File: src/rtl/z80_mem_arbiter.sv
// Arbitrates one synchronous single-port RAM between Z80 memory cycles and a video fetch port.
// The CPU is stalled with cpu_wait_n until its own access completes; ties alternate between sides.
module z80_mem_arbiter #(
  parameter int unsigned ADDR_W  = 16,
  parameter int unsigned MEM_LAT = 1
) (
  input  logic              clk,
  input  logic              reset,
  input  logic              cpu_mreq_n,
  input  logic              cpu_rd_n,
  input  logic              cpu_wr_n,
  input  logic              cpu_rfsh_n,
  input  logic [ADDR_W-1:0] cpu_addr,
  input  logic [7:0]        cpu_dout,
  output logic [7:0]        cpu_din,
  output logic              cpu_wait_n,
  input  logic              vid_req,
  input  logic [ADDR_W-1:0] vid_addr,
  output logic              vid_ack,
  output logic [7:0]        vid_data,
  output logic              mem_en,
  output logic              mem_we,
  output logic [ADDR_W-1:0] mem_addr,
  output logic [7:0]        mem_wdata,
  input  logic [7:0]        mem_rdata
);

  localparam int unsigned CNT_W    = 2;
  localparam logic        LAST_CPU = 1'b1;
  localparam logic        LAST_VID = 1'b0;

  typedef enum logic [2:0] {
    S_IDLE,
    S_CPU_RD,
    S_CPU_WR,
    S_VID_RD,
    S_CPU_DONE
  } state_t;

  state_t             state_q, state_d;
  logic [CNT_W-1:0]   cnt_q, cnt_d;
  logic               last_q, last_d;
  logic [7:0]         cpu_din_q, cpu_din_d;
  logic [7:0]         vid_data_q, vid_data_d;
  logic               vid_ack_q, vid_ack_d;
  logic               mem_en_q, mem_en_d;
  logic               mem_we_q, mem_we_d;
  logic [ADDR_W-1:0]  mem_addr_q, mem_addr_d;
  logic [7:0]         mem_wdata_q, mem_wdata_d;

  logic cpu_req;
  logic vid_go;
  logic rd_cap;
  logic cpu_done_c;

  assign cpu_req = ~cpu_mreq_n & cpu_rfsh_n & (cpu_rd_n ^ cpu_wr_n);
  // The requester still holds vid_req during its ack cycle; do not treat that as a new fetch.
  assign vid_go  = vid_req & ~vid_ack_q;
  assign rd_cap  = (cnt_q == CNT_W'(MEM_LAT));

  assign cpu_done_c = ((state_q == S_CPU_RD) && rd_cap) || (state_q == S_CPU_WR);
  assign cpu_wait_n = reset | ~(cpu_req & (state_q != S_CPU_DONE) & ~cpu_done_c);

  // Next-state and registered-output logic
  always_comb begin
    state_d     = state_q;
    cnt_d       = cnt_q;
    last_d      = last_q;
    cpu_din_d   = cpu_din_q;
    vid_data_d  = vid_data_q;
    vid_ack_d   = 1'b0;
    mem_en_d    = 1'b0;
    mem_we_d    = 1'b0;
    mem_addr_d  = mem_addr_q;
    mem_wdata_d = mem_wdata_q;

    case (state_q)
      S_IDLE: begin
        if (cpu_req && (!vid_go || (last_q == LAST_VID))) begin
          last_d     = LAST_CPU;
          cnt_d      = '0;
          mem_en_d   = 1'b1;
          mem_addr_d = cpu_addr;
          if (!cpu_wr_n) begin
            state_d     = S_CPU_WR;
            mem_we_d    = 1'b1;
            mem_wdata_d = cpu_dout;
          end else begin
            state_d = S_CPU_RD;
          end
        end else if (vid_go) begin
          last_d     = LAST_VID;
          cnt_d      = '0;
          mem_en_d   = 1'b1;
          mem_addr_d = vid_addr;
          state_d    = S_VID_RD;
        end
      end
      S_CPU_RD: begin
        if (rd_cap) begin
          cpu_din_d = mem_rdata;
          cnt_d     = '0;
          state_d   = cpu_req ? S_CPU_DONE : S_IDLE;
        end else begin
          cnt_d = cnt_q + CNT_W'(1);
        end
      end
      S_CPU_WR: begin
        state_d = cpu_req ? S_CPU_DONE : S_IDLE;
      end
      S_VID_RD: begin
        if (rd_cap) begin
          vid_data_d = mem_rdata;
          vid_ack_d  = 1'b1;
          cnt_d      = '0;
          state_d    = S_IDLE;
        end else begin
          cnt_d = cnt_q + CNT_W'(1);
        end
      end
      S_CPU_DONE: begin
        if (!cpu_req) begin
          state_d = S_IDLE;
        end
      end
      default: begin
        state_d = S_IDLE;
      end
    endcase
  end

  always_ff @(posedge clk or posedge reset) begin
    if (reset) begin
      state_q     <= S_IDLE;
      cnt_q       <= '0;
      last_q      <= LAST_VID;
      cpu_din_q   <= 8'h00;
      vid_data_q  <= 8'h00;
      vid_ack_q   <= 1'b0;
      mem_en_q    <= 1'b0;
      mem_we_q    <= 1'b0;
      mem_addr_q  <= '0;
      mem_wdata_q <= 8'h00;
    end else begin
      state_q     <= state_d;
      cnt_q       <= cnt_d;
      last_q      <= last_d;
      cpu_din_q   <= cpu_din_d;
      vid_data_q  <= vid_data_d;
      vid_ack_q   <= vid_ack_d;
      mem_en_q    <= mem_en_d;
      mem_we_q    <= mem_we_d;
      mem_addr_q  <= mem_addr_d;
      mem_wdata_q <= mem_wdata_d;
    end
  end

  assign cpu_din   = cpu_din_q;
  assign vid_data  = vid_data_q;
  assign vid_ack   = vid_ack_q;
  assign mem_en    = mem_en_q;
  assign mem_we    = mem_we_q;
  assign mem_addr  = mem_addr_q;
  assign mem_wdata = mem_wdata_q;

endmodule

File: config.mk
export PLATFORM = sky130hd
export DESIGN_NAME = z80_mem_arbiter
export DESIGN_NICKNAME = d
export VERILOG_FILES = /design/src/rtl/z80_mem_arbiter.sv
export SDC_FILE = /design/constraint.sdc
export NUM_CORES = 1
export LEC_CHECK = 0
export ABC_CLOCK_PERIOD_IN_PS = 2300
export CAP_MARGIN = 10
export CORE_MARGIN = 1.5
export CORE_UTILIZATION = 37
export DETAILED_ROUTE_END_ITERATION = 16
export GPL_TIMING_DRIVEN = 0
export PLACE_DENSITY = 0.76
export SYNTH_ARGS = -nofsm -noshare
export SYNTH_HDL_FRONTEND = slang
export SYNTH_SLANG_ARGS = --single-unit
File: constraint.sdc
create_clock -name clk -period 2.3 [get_ports clk]
set_clock_uncertainty 0.1 [all_clocks]
set_input_delay 0.46 -clock clk [delete_from_list [all_inputs] [get_ports clk]]
set_output_delay 0.46 -clock clk [all_outputs]
set_load 0.02 [all_outputs]
-- After elaboration in Yosys (flattened, before gate mapping)
Index checks and enable logic that the tools add are counted.
W data, S select, Z words.
- add/subtract/negate cells: 1
- eq/ne operators: 10
- multiplexer cells: 24
- bitwise operators: 13
- reductions and logical operators: 15
- operators with widths (kind ; count):
    $mux W16 ; 2
    $mux W3 ; 6
    $pmux W3 S5 ; 1
    $mux W1 ; 10
    $mux W2 ; 4
    $reduce_and A2 Y1 ; 4
    $eq A3 B2 Y1 const B ; 2
    $ne A2 B2 Y1 const B ; 3
    $ne A3 B3 Y1 const B ; 2
    $not A1 Y1 ; 6
    $and A1 B1 Y1 ; 5
    $pmux W2 S2 ; 1
    $reduce_and A4 Y1 ; 1
    $reduce_bool A2 Y1 ; 2
    $eq A3 B1 Y1 const B ; 1
    $eq A3 B3 Y1 const B ; 1
    $logic_not A3 Y1 ; 1
    $reduce_and A3 Y1 ; 1
    $add A2 B1 Y2 const B ; 1
    $eq A2 B1 Y1 const B ; 1
    $logic_and A1 B1 Y1 ; 2
    $logic_or A1 B1 Y1 ; 2
    $reduce_or A2 Y1 ; 1
    $logic_not A1 Y1 ; 1
    other kinds (2) ; 2
- flip-flop bits (word level): 49
- input bits: 55
- output and inout port bits: 44
- logic and storage cells: 73

-- Longest topological paths before layout
- depth after elaboration: 7
- mapped depth: 6
- depth with buffers taken out: 5

-- Worst setup path after synthesis
No wires, ideal clock.
- kind: register to output
- start: register cnt_q[1]
- end: output port cpu_wait_n
- data arrival time: 1.368 ns
- required time: 1.740 ns
- slack: 0.372 ns
- stages on the path, launching flop included: 5
- buffers on the path: 0
- cells stage by stage: dfrtp_1 > nand2b_1 > nor3_2 > o21bai_1 > or3_1
- longest elaborated chain between the ends: 7
- RTL lines (what ; line ; text):
    start: declaration ; 41 ; logic [CNT_W-1:0] cnt_q, cnt_d;
    start signal: assignment ; 146 ; cnt_q <= cnt_d;
    $eq A2 B1 Y1 ; 59 ; assign rd_cap = (cnt_q == CNT_W'(MEM_LAT));
    $logic_and A1 B1 Y1 ; 61 ; assign cpu_done_c = ((state_q == S_CPU_RD) && rd_cap) || (state_q == S_CPU_WR);
    $logic_or A1 B1 Y1 ; 61 ;
    $not A1 Y1 ; 62 ; assign cpu_wait_n = reset | ~(cpu_req & (state_q != S_CPU_DONE) & ~cpu_done_c);
    $and A1 B1 Y1 ; 62 ;
    $not A1 Y1 ; 62 ;
    $or A1 B1 Y1 ; 62 ;
    end: declaration ; 16 ; output logic cpu_wait_n,
No other way between the ends.

-- Worst setup path after layout
- start: input port cpu_rfsh_n
- end: output port cpu_wait_n
- longest elaborated chain between the ends: 6
- RTL lines (what ; line ; text):
    start: declaration ; 12 ; input logic cpu_rfsh_n,
    $and A1 B1 Y1 (2 in series) ; 56 ; assign cpu_req = ~cpu_mreq_n & cpu_rfsh_n & (cpu_rd_n ^ cpu_wr_n);
    $and A1 B1 Y1 (2 in series) ; 62 ;
    $not A1 Y1 ; 62 ;
    $or A1 B1 Y1 ; 62 ;
No other way between the ends.

==> metrics.cfg <==
[clocking]
cts_buffers=5
root_buffer=clkbuf_8
clk_pin_slew_ns=0.09
cts_num_sinks=49
clock_path_buffers=2
cts_tree=yes
holdBufCountCts=0
insertion_delay_ns=0.30
h-tree-depth=2

[worst_setup_path]
cpLargestDelayFamily=simple AND/OR/NAND/NOR gates
critPathArrivalTime_ns=1.68
cp_slowest_stage_delay_ns=0.45
critPathKind=input port to output port
worst_setup_path_end_kind=output port
reg2regPathDepth=5
cpMaxStageDelayCell=clkdlybuf4s50_1
path_cells=clkdlybuf4s50_1, nor2b_4, nand2_1, or3_1, buf_6
r2r-start=state_q[1]$_DFFE_PP0P_
worstSetupStartpointType=input port
r2r_end=mem_addr[0]$_DFFE_PP0P_
cp_max_fo=3
r2r_slack_ns=0.29
path_buf_inv=2
worstPathRequired_ns=1.74

[min_path]
min_path_type=input port to async pin

[finish]
drive_above_1_share_pct=30.5
instances_no_fill=328
area_growth_pct=57.7
final_nets=310
fin_util_pct=61.3
fillers=479
final_cell_mix=clkdlybuf4s50_1 (95), dfrtp_1 (49), mux2_2 (34), mux2_4 (22), clkbuf_8 (6)
diodes=0
final_common_cell=clkdlybuf4s50_1

[route]
wl_per_cell_um=13.9
route.detailed.drc=0
vias=1527
drtIter0Drc=54
drt_wl_total_um=4560
antenna_left=0
first_pass_iters=4
vias_per_cell=4.66

[sta]
slew_violations=0
period_share_pct=97.2
clock.fmax_mhz=447
setup_viol=0
whs_ns=0.391
hold_viol_final=0
min_period_ns=2.24
worstMarginPinSlew_ns=0.411
worst_slack_ns=0.0635
maxSlewHeadroom_pct=72.6

[logic_synthesis]
yosysUniqueCellTypes=22
netlist_area_um2=2180
syn_nets=200
ys_seq_elements=49
synth_seq_area_share_pct=56.3
synth_warnings=0
syn_avg_cell_area_um2=15.0
netlist_instances=145

[pwr]
vdd_drop_max_v=0.000620
leakagePower_uw=0.00153
power.density_nw_per_um2=1250

[die]
core_area_um2=5610
pin_count=99
rows=27
die_area_um2=6360
die_w_um=79.7
start_util_pct=38.8
fp.dieH_um=79.7

[run_status]
status=complete, no violations

[grt]
grt_overflow=0
grt_max_degree=33
grt_pass1_wl_um=7290
grt_pass1_vias=1618
track_usage_pct=15.0
antenna_found_initial=0

[placed_design]
preCtsSetupSlack_ns=-0.456
post-place-cells=316
port_buffers=98
hpwl_um=3270
place.gp.congestion=0.797

[flow_run]
maxCapViolCount=0

registers in the layout, summed over array words and instances (netlist names):
signal and count:
mem_en 1, last_q 1, mem_we 1, vid_data 8
cpu_din 8, mem_wdata 8, state_q 3, mem_addr 16
vid_ack 1, cnt_q 2
cell usage after synthesis, drive strengths merged:
cell type | instances | area (um^2)
o21ai | 3 | 15.0
o22ai | 1 | 6.26
nand3 | 1 | 5.00
buf | 4 | 41.3
o21bai | 1 | 7.51
and3 | 1 | 6.26
dfrtp | 49 | 1230
nor2b | 3 | 18.8
nor2 | 3 | 11.3
a21o | 1 | 7.51
nand2 | 5 | 18.8
xor2 | 1 | 8.76
or3 | 3 | 18.8
o211ai | 1 | 7.51
inv | 6 | 22.5
mux2 | 56 | 713
nor3 | 1 | 10.0
xnor2 | 1 | 8.76
nand2b | 4 | 25.0
where the power goes:
part           total [uW]  switching (uW)  internal [uW]
clock                 632             279            354
combinational        2190             950           1240
sequential           1480             210           1270
total                4300            1440           2860
cell families (layout without fill, tap and decap cells):
logic type             count (synthesis)  in the layout  share of synthesized area [%]
XOR/XNOR                               2              2                          0.804
AO/OA/AOI/OAI                          7              7                           2.01
flip-flops                            49             49                           56.3
AND/OR/NAND/NOR                       21             21                           5.23
multiplexers                          56             56                           32.7
buffers and inverters                 10            121                           2.93
metal layers:
metal	share of wire (%)	track usage, %
met1	40	17.1
met5	0	0
met4	0.70	4.66
met2	51	26.3
met3	8.0	5.14
through the flow:
step / setup TNS [ns] / cell area, um^2 / power [uW]
6_report: 0 / 3440 / 4300
5_1_grt: -0.0166 / 3440 / 4540
4_1_cts: 0 / 3400 / 4350
3_5_place_dp: -2.78 / 3270 / 3670
3_3_place_gp: -24.80 / 3250 / 3630
2_1_floorplan: 0 / 2180 / 2690
worst max-delay path by stage:
stage / startpoint / to / slack, ns / cells after the start
after CTS: cpu_rd_n / cpu_wait_n / 0.002 / 5
after global routing: cpu_rfsh_n / cpu_wait_n / -0.02 / 5
after detailed placement: cpu_wr_n / cpu_wait_n / -0.46 / 5
after floorplan: cnt_q[1]$_DFFE_PP0P_ / cpu_wait_n / 0.37 / 4
final: cpu_rfsh_n / cpu_wait_n / 0.06 / 5
after global placement: cpu_wr_n / cpu_wait_n / -0.46 / 5
repair_timing:
item / in CTS / in global routing
pin swaps: 2 / 2
resized for setup: 6 / 5
setup buffers: 2 / 2
endpoints found under the setup margin: 1 / 1
final cells by class:
class                           instances  area [um^2]  area share (%)
Clock inverter                          2         37.5            1.09
Inverter                                6         22.5           0.655
Timing Repair Buffer                  103         1030            30.1
Multi-Input combinational cell         86          902            26.3
Tap cell                               72         90.1            2.62
Clock buffer                            6         82.6            2.40
Sequential cell                        49         1230            35.7
Buffer                                  4         41.3            1.20
Note: power is estimated with default switching activity, not from simulation.
